### config.mk
export PLATFORM = sky130hd
export DESIGN_NAME = pe_array_ctrl_flat
export DESIGN_NICKNAME = d
export VERILOG_FILES = /design/src/rtl/pe_array_ctrl_if.sv /design/src/rtl/pe_array_ctrl.sv /design/src/flat_wrapper.sv
export SDC_FILE = /design/constraint.sdc
export NUM_CORES = 1
export LEC_CHECK = 0
export CORE_UTILIZATION = 41
export DETAILED_ROUTE_END_ITERATION = 6
export GPL_ROUTABILITY_DRIVEN = 0
export PLACE_DENSITY = 0.84
export SETUP_SLACK_MARGIN = 0.1
export SLEW_MARGIN = 15
export SYNTH_ARGS = -nofsm -noshare
export SYNTH_HDL_FRONTEND = slang
export SYNTH_SLANG_ARGS = --single-unit
### constraint.sdc
create_clock -name clk -period 2.9 [get_ports clk]
set_clock_uncertainty 0.15 [all_clocks]
set_input_delay 0.58 -clock clk [delete_from_list [all_inputs] [get_ports clk]]
set_output_delay 0.58 -clock clk [all_outputs]
set_load 0.02 [all_outputs]
### src/rtl/pe_array_ctrl_if.sv
// Control/handshake bundle between the tile issuer and pe_array_ctrl.
// The issuer drives start/abort/config/out_ready, and the controller returns busy/done/out_valid.
interface pe_array_ctrl_if #(
  parameter int unsigned HEIGHT_BITWIDTH = 8,
  parameter int unsigned M_END_BITWIDTH  = 8
);
  logic                       start;
  logic                       abort;
  logic [HEIGHT_BITWIDTH-1:0] input_height;
  logic [M_END_BITWIDTH-1:0]  m_end_cfg;
  logic                       out_ready;
  logic                       busy;
  logic                       done;
  logic                       out_valid;

  modport master (
    output start, abort, input_height, m_end_cfg, out_ready,
    input  busy, done, out_valid
  );

  modport slave (
    input  start, abort, input_height, m_end_cfg, out_ready,
    output busy, done, out_valid
  );
endinterface

### src/rtl/pe_array_ctrl.sv
// Tile sequencer for the unary-stochastic PE_array: weight load, per-vector multiply/passby/drain.
// Optional PE_CTRL_WEIGHT_REUSE_EN adds reuse_weights, which skips the weight load phase.
module pe_array_ctrl #(
  parameter int unsigned ROW_NUM         = 4,
  parameter int unsigned COLUMN_NUM      = 4,
  parameter int unsigned UNARY_CYCLES    = 16,
  parameter int unsigned M_END_BITWIDTH  = 8,
  parameter int unsigned HEIGHT_BITWIDTH = 8,
  localparam int unsigned ROW_IDX_W      = (ROW_NUM > 1) ? $clog2(ROW_NUM) : 1
) (
  input  logic                                    clk,
  input  logic                                    resetn,
`ifdef PE_CTRL_WEIGHT_REUSE_EN
  input  logic                                    reuse_weights,
`endif
  pe_array_ctrl_if.slave                          ctrl,
  output logic                                    weight_buf_rd_en,
  output logic [ROW_IDX_W-1:0]                    weight_row_idx,
  output logic                                    input_buf_rd_en,
  output logic                                    rand_gen_en,
  output logic [ROW_NUM-1:0][COLUMN_NUM-1:0]      weight_reg_en,
  output logic [ROW_NUM-1:0][COLUMN_NUM-1:0]      weight_reg_r0w1,
  output logic [ROW_NUM-1:0][COLUMN_NUM-1:0]      input_reg_en,
  output logic [ROW_NUM-1:0][COLUMN_NUM-1:0]      input_reg_r0w1,
  output logic [ROW_NUM-1:0][COLUMN_NUM-1:0]      rand_num_reg_en,
  output logic [ROW_NUM-1:0][COLUMN_NUM-1:0]      rand_num_reg_r0w1,
  output logic [ROW_NUM-1:0][COLUMN_NUM-1:0]      output_num_reg_en,
  output logic [ROW_NUM-1:0][COLUMN_NUM-1:0]      output_num_reg_r0w1,
  output logic [ROW_NUM-1:0][M_END_BITWIDTH-1:0]  M_end
);

  localparam int unsigned CNT_MAX = (UNARY_CYCLES > ROW_NUM) ? UNARY_CYCLES : ROW_NUM;
  localparam int unsigned CNT_W   = (CNT_MAX > 1) ? $clog2(CNT_MAX) : 1;

  typedef enum logic [2:0] {
    ST_IDLE,
    ST_LOAD_W,
    ST_COMPUTE,
    ST_PASSBY,
    ST_DRAIN,
    ST_DONE
  } state_e;

  state_e                     state_q, state_d;
  logic [CNT_W-1:0]           cnt_q, cnt_d;
  logic [HEIGHT_BITWIDTH-1:0] height_q, height_d;
  logic [HEIGHT_BITWIDTH-1:0] vec_q, vec_d;
  logic [M_END_BITWIDTH-1:0]  m_end_q, m_end_d;
  logic                       start_pend_q, start_pend_d;
`ifdef PE_CTRL_WEIGHT_REUSE_EN
  logic                       reuse_q, reuse_d;
`endif

  logic                                   busy_q, busy_d;
  logic                                   done_q, done_d;
  logic                                   out_valid_q, out_valid_d;
  logic                                   weight_buf_rd_en_q, weight_buf_rd_en_d;
  logic [ROW_IDX_W-1:0]                   weight_row_idx_q, weight_row_idx_d;
  logic                                   input_buf_rd_en_q, input_buf_rd_en_d;
  logic                                   rand_gen_en_q, rand_gen_en_d;
  logic [ROW_NUM-1:0][COLUMN_NUM-1:0]     weight_reg_en_q, weight_reg_en_d;
  logic [ROW_NUM-1:0][COLUMN_NUM-1:0]     weight_reg_r0w1_q, weight_reg_r0w1_d;
  logic [ROW_NUM-1:0][COLUMN_NUM-1:0]     input_reg_en_q, input_reg_en_d;
  logic [ROW_NUM-1:0][COLUMN_NUM-1:0]     input_reg_r0w1_q, input_reg_r0w1_d;
  logic [ROW_NUM-1:0][COLUMN_NUM-1:0]     rand_num_reg_en_q, rand_num_reg_en_d;
  logic [ROW_NUM-1:0][COLUMN_NUM-1:0]     rand_num_reg_r0w1_q, rand_num_reg_r0w1_d;
  logic [ROW_NUM-1:0][COLUMN_NUM-1:0]     output_num_reg_en_q, output_num_reg_en_d;
  logic [ROW_NUM-1:0][COLUMN_NUM-1:0]     output_num_reg_r0w1_q, output_num_reg_r0w1_d;
  logic [ROW_NUM-1:0][M_END_BITWIDTH-1:0] M_end_q, M_end_d;

  // start is captured into start_pend one edge before the tile begins, so the
  // first tile cycle is the one after the edge following the sampling edge.
  always_comb begin
    state_d      = state_q;
    cnt_d        = cnt_q;
    vec_d        = vec_q;
    height_d     = height_q;
    m_end_d      = m_end_q;
    start_pend_d = 1'b0;
`ifdef PE_CTRL_WEIGHT_REUSE_EN
    reuse_d      = reuse_q;
`endif
    unique case (state_q)
      ST_IDLE: begin
        if (start_pend_q) begin
          cnt_d = '0;
          vec_d = '0;
`ifdef PE_CTRL_WEIGHT_REUSE_EN
          if (reuse_q) state_d = (height_q != '0) ? ST_COMPUTE : ST_DONE;
          else         state_d = ST_LOAD_W;
`else
          state_d = ST_LOAD_W;
`endif
        end else if (ctrl.start) begin
          start_pend_d = 1'b1;
          height_d     = ctrl.input_height;
          m_end_d      = ctrl.m_end_cfg;
`ifdef PE_CTRL_WEIGHT_REUSE_EN
          reuse_d      = reuse_weights;
`endif
        end
      end
      ST_LOAD_W: begin
        if (cnt_q == CNT_W'(ROW_NUM - 1)) begin
          cnt_d   = '0;
          state_d = (height_q != '0) ? ST_COMPUTE : ST_DONE;
        end else begin
          cnt_d = cnt_q + CNT_W'(1);
        end
      end
      ST_COMPUTE: begin
        if (cnt_q == CNT_W'(UNARY_CYCLES - 1)) begin
          cnt_d   = '0;
          state_d = ST_PASSBY;
        end else begin
          cnt_d = cnt_q + CNT_W'(1);
        end
      end
      ST_PASSBY: state_d = ST_DRAIN;
      ST_DRAIN: begin
        // out_valid is decoded from this same state, so state alone marks the handshake
        if (ctrl.out_ready) begin
          if (vec_q + HEIGHT_BITWIDTH'(1) == height_q) begin
            state_d = ST_DONE;
          end else begin
            vec_d   = vec_q + HEIGHT_BITWIDTH'(1);
            cnt_d   = '0;
            state_d = ST_COMPUTE;
          end
        end
      end
      ST_DONE: state_d = ST_IDLE;
      default: state_d = ST_IDLE;
    endcase
    if (ctrl.abort) begin
      state_d      = ST_IDLE;
      start_pend_d = 1'b0;
      cnt_d        = '0;
      vec_d        = '0;
    end
  end

  // Outputs are decoded from the next state and registered alongside it.
  always_comb begin
    busy_d                = 1'b0;
    done_d                = 1'b0;
    out_valid_d           = 1'b0;
    weight_buf_rd_en_d    = 1'b0;
    weight_row_idx_d      = '0;
    input_buf_rd_en_d     = 1'b0;
    rand_gen_en_d         = 1'b0;
    weight_reg_en_d       = '0;
    weight_reg_r0w1_d     = '0;
    input_reg_en_d        = '0;
    input_reg_r0w1_d      = '0;
    rand_num_reg_en_d     = '0;
    rand_num_reg_r0w1_d   = '0;
    output_num_reg_en_d   = '0;
    output_num_reg_r0w1_d = '0;
    M_end_d               = '0;
    unique case (state_d)
      ST_LOAD_W: begin
        weight_buf_rd_en_d = 1'b1;
        weight_row_idx_d   = ROW_IDX_W'(cnt_d);
        for (int unsigned r = 0; r < ROW_NUM; r++) begin
          if (cnt_d == CNT_W'(r)) begin
            weight_reg_en_d[r]   = '1;
            weight_reg_r0w1_d[r] = '1;
          end
        end
      end
      ST_COMPUTE: begin
        rand_gen_en_d = 1'b1;
        if (cnt_d == '0) begin
          input_buf_rd_en_d = 1'b1;
          input_reg_en_d    = '1;
          input_reg_r0w1_d  = '1;
        end
        for (int unsigned r = 0; r < ROW_NUM; r++) begin
          rand_num_reg_en_d[r][0]   = 1'b1;
          rand_num_reg_r0w1_d[r][0] = 1'b1;
        end
      end
      ST_PASSBY: begin
        output_num_reg_en_d   = '1;
        output_num_reg_r0w1_d = '1;
      end
      ST_DRAIN: begin
        out_valid_d         = 1'b1;
        output_num_reg_en_d = '1;
      end
      ST_DONE: done_d = 1'b1;
      default: ;
    endcase
    if (state_d != ST_IDLE) begin
      busy_d = 1'b1;
      for (int unsigned r = 0; r < ROW_NUM; r++) M_end_d[r] = m_end_d;
    end
  end

  always_ff @(posedge clk or negedge resetn) begin
    if (!resetn) begin
      state_q      <= ST_IDLE;
      cnt_q        <= '0;
      vec_q        <= '0;
      height_q     <= '0;
      m_end_q      <= '0;
      start_pend_q <= 1'b0;
`ifdef PE_CTRL_WEIGHT_REUSE_EN
      reuse_q      <= 1'b0;
`endif
    end else begin
      state_q      <= state_d;
      cnt_q        <= cnt_d;
      vec_q        <= vec_d;
      height_q     <= height_d;
      m_end_q      <= m_end_d;
      start_pend_q <= start_pend_d;
`ifdef PE_CTRL_WEIGHT_REUSE_EN
      reuse_q      <= reuse_d;
`endif
    end
  end

  always_ff @(posedge clk or negedge resetn) begin
    if (!resetn) begin
      busy_q                <= 1'b0;
      done_q                <= 1'b0;
      out_valid_q           <= 1'b0;
      weight_buf_rd_en_q    <= 1'b0;
      weight_row_idx_q      <= '0;
      input_buf_rd_en_q     <= 1'b0;
      rand_gen_en_q         <= 1'b0;
      weight_reg_en_q       <= '0;
      weight_reg_r0w1_q     <= '0;
      input_reg_en_q        <= '0;
      input_reg_r0w1_q      <= '0;
      rand_num_reg_en_q     <= '0;
      rand_num_reg_r0w1_q   <= '0;
      output_num_reg_en_q   <= '0;
      output_num_reg_r0w1_q <= '0;
      M_end_q               <= '0;
    end else begin
      busy_q                <= busy_d;
      done_q                <= done_d;
      out_valid_q           <= out_valid_d;
      weight_buf_rd_en_q    <= weight_buf_rd_en_d;
      weight_row_idx_q      <= weight_row_idx_d;
      input_buf_rd_en_q     <= input_buf_rd_en_d;
      rand_gen_en_q         <= rand_gen_en_d;
      weight_reg_en_q       <= weight_reg_en_d;
      weight_reg_r0w1_q     <= weight_reg_r0w1_d;
      input_reg_en_q        <= input_reg_en_d;
      input_reg_r0w1_q      <= input_reg_r0w1_d;
      rand_num_reg_en_q     <= rand_num_reg_en_d;
      rand_num_reg_r0w1_q   <= rand_num_reg_r0w1_d;
      output_num_reg_en_q   <= output_num_reg_en_d;
      output_num_reg_r0w1_q <= output_num_reg_r0w1_d;
      M_end_q               <= M_end_d;
    end
  end

  assign ctrl.busy           = busy_q;
  assign ctrl.done           = done_q;
  assign ctrl.out_valid      = out_valid_q;
  assign weight_buf_rd_en    = weight_buf_rd_en_q;
  assign weight_row_idx      = weight_row_idx_q;
  assign input_buf_rd_en     = input_buf_rd_en_q;
  assign rand_gen_en         = rand_gen_en_q;
  assign weight_reg_en       = weight_reg_en_q;
  assign weight_reg_r0w1     = weight_reg_r0w1_q;
  assign input_reg_en        = input_reg_en_q;
  assign input_reg_r0w1      = input_reg_r0w1_q;
  assign rand_num_reg_en     = rand_num_reg_en_q;
  assign rand_num_reg_r0w1   = rand_num_reg_r0w1_q;
  assign output_num_reg_en   = output_num_reg_en_q;
  assign output_num_reg_r0w1 = output_num_reg_r0w1_q;
  assign M_end               = M_end_q;

endmodule

### src/flat_wrapper.sv
// flat-port wrapper written by rule: the top's interface ports become plain ports
module pe_array_ctrl_flat 
#(
  parameter int unsigned ROW_NUM         = 4,
  parameter int unsigned COLUMN_NUM      = 4,
  parameter int unsigned UNARY_CYCLES    = 16,
  parameter int unsigned M_END_BITWIDTH  = 8,
  parameter int unsigned HEIGHT_BITWIDTH = 8,
  localparam int unsigned ROW_IDX_W      = (ROW_NUM > 1) ? $clog2(ROW_NUM) : 1
)
  (clk, resetn, weight_buf_rd_en, weight_row_idx, input_buf_rd_en, rand_gen_en, weight_reg_en, weight_reg_r0w1, input_reg_en, input_reg_r0w1, rand_num_reg_en, rand_num_reg_r0w1, output_num_reg_en, output_num_reg_r0w1, M_end, ctrl_start, ctrl_abort, ctrl_input_height, ctrl_m_end_cfg, ctrl_out_ready, ctrl_busy, ctrl_done, ctrl_out_valid);
  pe_array_ctrl_if #(.HEIGHT_BITWIDTH(HEIGHT_BITWIDTH), .M_END_BITWIDTH(M_END_BITWIDTH)) ctrl_i ();
  input  logic clk;
  input  logic resetn;
  output logic weight_buf_rd_en;
  output logic [ROW_IDX_W-1:0] weight_row_idx;
  output logic input_buf_rd_en;
  output logic rand_gen_en;
  output logic [ROW_NUM-1:0][COLUMN_NUM-1:0] weight_reg_en;
  output logic [ROW_NUM-1:0][COLUMN_NUM-1:0] weight_reg_r0w1;
  output logic [ROW_NUM-1:0][COLUMN_NUM-1:0] input_reg_en;
  output logic [ROW_NUM-1:0][COLUMN_NUM-1:0] input_reg_r0w1;
  output logic [ROW_NUM-1:0][COLUMN_NUM-1:0] rand_num_reg_en;
  output logic [ROW_NUM-1:0][COLUMN_NUM-1:0] rand_num_reg_r0w1;
  output logic [ROW_NUM-1:0][COLUMN_NUM-1:0] output_num_reg_en;
  output logic [ROW_NUM-1:0][COLUMN_NUM-1:0] output_num_reg_r0w1;
  output logic [ROW_NUM-1:0][M_END_BITWIDTH-1:0] M_end;
  input wire logic [$bits(ctrl_i.start)-1:0] ctrl_start;
  input wire logic [$bits(ctrl_i.abort)-1:0] ctrl_abort;
  input wire logic [$bits(ctrl_i.input_height)-1:0] ctrl_input_height;
  input wire logic [$bits(ctrl_i.m_end_cfg)-1:0] ctrl_m_end_cfg;
  input wire logic [$bits(ctrl_i.out_ready)-1:0] ctrl_out_ready;
  output wire logic [$bits(ctrl_i.busy)-1:0] ctrl_busy;
  output wire logic [$bits(ctrl_i.done)-1:0] ctrl_done;
  output wire logic [$bits(ctrl_i.out_valid)-1:0] ctrl_out_valid;
  assign ctrl_i.start = ctrl_start;
  assign ctrl_i.abort = ctrl_abort;
  assign ctrl_i.input_height = ctrl_input_height;
  assign ctrl_i.m_end_cfg = ctrl_m_end_cfg;
  assign ctrl_i.out_ready = ctrl_out_ready;
  assign ctrl_busy = ctrl_i.busy;
  assign ctrl_done = ctrl_i.done;
  assign ctrl_out_valid = ctrl_i.out_valid;
  pe_array_ctrl #(.ROW_NUM(ROW_NUM), .COLUMN_NUM(COLUMN_NUM), .UNARY_CYCLES(UNARY_CYCLES), .M_END_BITWIDTH(M_END_BITWIDTH), .HEIGHT_BITWIDTH(HEIGHT_BITWIDTH)) u_core (.clk(clk), .resetn(resetn), .ctrl(ctrl_i), .weight_buf_rd_en(weight_buf_rd_en), .weight_row_idx(weight_row_idx), .input_buf_rd_en(input_buf_rd_en), .rand_gen_en(rand_gen_en), .weight_reg_en(weight_reg_en), .weight_reg_r0w1(weight_reg_r0w1), .input_reg_en(input_reg_en), .input_reg_r0w1(input_reg_r0w1), .rand_num_reg_en(rand_num_reg_en), .rand_num_reg_r0w1(rand_num_reg_r0w1), .output_num_reg_en(output_num_reg_en), .output_num_reg_r0w1(output_num_reg_r0w1), .M_end(M_end));
endmodule
==> flow_summary.toml <==
[finish]
multi_input_area_um2 = 1340
area_growth_pct = 26.1
fillers = 739
diodes = 0
drive_above_1_share_pct = 14.8
finalInstanceArea_um2 = 4710
fin_nets = 453
regArea_um2 = 1350
final_util_pct = 53.7

[routing]
routedWlPerCell_um = 14.1
drc_errors = 0
vias_per_cell = 4.88
drtIter0Drc = 149
ant_nets = 0
routed-via-count = 2630
wirelength_mm = 7.60
firstDrtPassIters = 4

[logic_synthesis]
synth_cells = 382
synth_edf_count = 0
avgSynthCellArea_um2 = 9.77
synth_cell_type_count = 62
yosysSeqAreaShare_pct = 36.2
synth_warnings = 0
ys.flop_type = "dfrtp_1"
synth_seq_cells = 54
synth.cell_area_um2 = 3730
synthArstFlopShare_pct = 100

[hold_path]
hp-class = "in2async"

[place]
dpl.hpwl_mm = 5.78
placed_area_um2 = 4520
io_buffer_count = 164

[power_and_ir_drop]
p_total_mw = 1.80
power-per-cell-area_nw_per_um2 = 382
p_leak_nw = 1.90
vdd_drop_max_mv = 0.339

[floorplanning]
dieHeight_um = 97.4
rows = 34
core-area_um2 = 8760
die-area_um2 = 9490
fp.dieW_um = 97.4
initial_core_util_pct = 42.6
ios = 189

[timing]
fin_crit_sh_pct = 90.9
finalSetupViolCount = 0
finalSetupTns_ns = 0
rsz0062_at_grt = "no"
fin_worst_hold_slack_ns = 0.130
timing.fmax_mhz = 379
hold_viol = 0
min_period_ns = 2.64
drv_slew = 0
worst_slew_pin_slew_ns = 0.636
slew_headroom_pct = 57.6

[clock_tree]
postCtsHoldBufs = 0
ctsLongestPathBuffers = 2
clkLatencyLatePin_ns = 0.31
clkSinkCount = 54
numCtsBuffers = 5
root_buffer = "clkbuf_8"
clkSlewWorstSetupHoldPaths_ns = 0.10
htreeDepth = 2
tritoncts = "done"

[grt]
grt_pass1_vias = 2489
antenna_found_initial = 0
grt_util_all_layers_pct = 15.8
gr-total-overflow = 0
grt_pass1_wl_mm = 12.5
grt_max_degree = 34

[critical_path]
critPathMaxStageDelay_ns = 0.48
r2r_cells = 11
crit_buf_inv = 2
worstPathRequired_ns = 2.96
crit_arrival_ns = 2.69
cp_cell_sequence = "ha_2 > nor4bb_2 > a21boi_2 > o32ai_1 > nand2b_1 > nand2_1 > nand2_2 > clkinv_4 > nor3_4 > buf_12 > nor2b_1"
crit_family = "simple AND/OR/NAND/NOR gates"
worstReg2RegEnd = "u_core.M_end[5]"
critPathMaxFanout = 8
cp-start-kind = "flop"
reg2reg_from = "u_core.cnt_q[0]"
slowest_stage = "dfrtp_1"
worstSetupPathType = "reg2reg"
r2r_slack_ns = 0.26
end_kind = "flop"

[run]
cap_viol_max_count = 0

[status]
outcome = "finished, final reports clean"
[logic make-up (layout without fill, tap and decap cells)]
group,Yosys count,in the layout,synth area share [%]
AO/OA/AOI/OAI,49,49,10.6
XOR/XNOR,11,11,2.58
adder cells (fa/ha/maj),2,2,0.670
buffers and inverters,160,186,31.2
flip-flops,54,54,36.2
multiplexers,17,17,5.09
other,1,24,0.100
AND/OR/NAND/NOR,88,88,13.6
[worst register-to-register path, stage by stage (launching register included)]
cell	delay, ns
dfrtp_1	0.48
ha_2	0.31
nor4bb_2	0.35
a21boi_2	0.27
o32ai_1	0.14
nand2b_1	0.12
nand2_1	0.10
nand2_2	0.13
clkinv_4	0.10
nor3_4	0.21
buf_12	0.15
nor2b_1	0.04
[worst max path at each step]
stage                          startpoint  depth (start not counted)                  endpoint  slack (ns)
final                     u_core.cnt_q[0]                         11           u_core.M_end[5]        0.26
after global routing      u_core.vec_q[3]                         10  u_core.weight_reg_en[14]        0.11
after floorplan           u_core.vec_q[2]                          8    u_core.input_reg_en[2]        0.40
after global placement    u_core.cnt_q[0]                         10           u_core.M_end[4]        0.22
after detailed placement  u_core.cnt_q[0]                         10           u_core.M_end[1]        0.07
after CTS                 u_core.vec_q[0]                          8  u_core.weight_reg_en[10]        0.11
[where the power goes]
group	switching (mW)	leakage (nW)	internal, mW
clock network	0.242	0.0618	0.284
registers	0.0499	0.709	0.807
logic	0.220	1.13	0.197
[sequential cells by signal, summed over array words and instances, names as in the netlist, 2 cells and up]
signal / count
u_core.weight_reg_en: 4
u_core.cnt_q: 4
u_core.state_q: 3
u_core.height_q: 8
u_core.M_end: 8
u_core.m_end_q: 8
u_core.vec_q: 8
u_core.weight_row_idx: 2
[per-layer routing]
metal / routed length, um / share of wire [%] / global-route usage [%] / vias up
li1: - / - / - / 1207
met1: 2810 / 37 / 17.6 / 1264
met2: 4140 / 55 / 30.4 / 142
met3: 509 / 6.7 / 2.73 / 17
met4: 131 / 1.7 / 4.41 / 0
met5: 0 / 0 / 0 / -
[final cells by class]
class,count,share of cell area (%)
clock buffer,6,1.75
clock inverter,2,0.824
inverter,5,0.505
multi-input combinational,191,28.5
sequential,54,28.8
tap,108,2.87
timing repair buffer,173,36.7
[cell usage in the layout (no fill, tap or decap), types with 4 or more instances in the layout]
cell             Yosys  layout
clkdlybuf4s50_1      0     163
or2_2                4       4
dfrtp_1             54      52
o21ai_0              7       5
nor3_1               7       7
xnor2_1              6       6
nand2_1             14      14
buf_4              146       7
a21oi_1             10       9
clkbuf_8             0       6
nor2_1              21      20
conb_1               1      24
o21bai_1             4       4
mux2_2              16      16
nand3_1              7       7
xor2_1               5       5
nor2b_1              9       9
nand2b_1             4       4
[synthesized netlist by cell type, types with 3 or more instances]
cell type / instances / area [um^2]
xor2_1: 5 / 43.8
clkbuf_1: 6 / 22.5
nand2_1: 14 / 52.6
nor3b_1: 3 / 22.5
nand2b_1: 4 / 25.0
a21oi_1: 10 / 50.1
o21bai_1: 4 / 30.0
dfrtp_1: 54 / 1350
a22oi_1: 3 / 22.5
nor3_1: 7 / 35.0
a21o_1: 3 / 22.5
xnor2_1: 6 / 52.6
o21ai_0: 7 / 35.0
a31oi_1: 3 / 18.8
buf_4: 146 / 1100
inv_1: 3 / 11.3
or2_2: 4 / 25.0
nor2b_1: 9 / 56.3
nor2_1: 21 / 78.8
nand3_1: 7 / 35.0
mux2_2: 16 / 180
[repair_timing]
| action | CTS | global route |
|---|---|---|
| gates resized for setup | 1 | 13 |
| pin swaps | 1 | 1 |
| setup buffers | 1 | 0 |
| hold endpoints to repair | 0 | 0 |
| endpoints found under the setup margin | 8 | 23 |
[metrics by stage]
step                      setup WS [ns]  std cells
final                             0.265        539
after CTS                         0.114        539
after global routing              0.109        539
after detailed placement         0.0658        530
after floorplan                   0.402        405
after global placement            0.222        530
(Power assumes the default switching activity.)
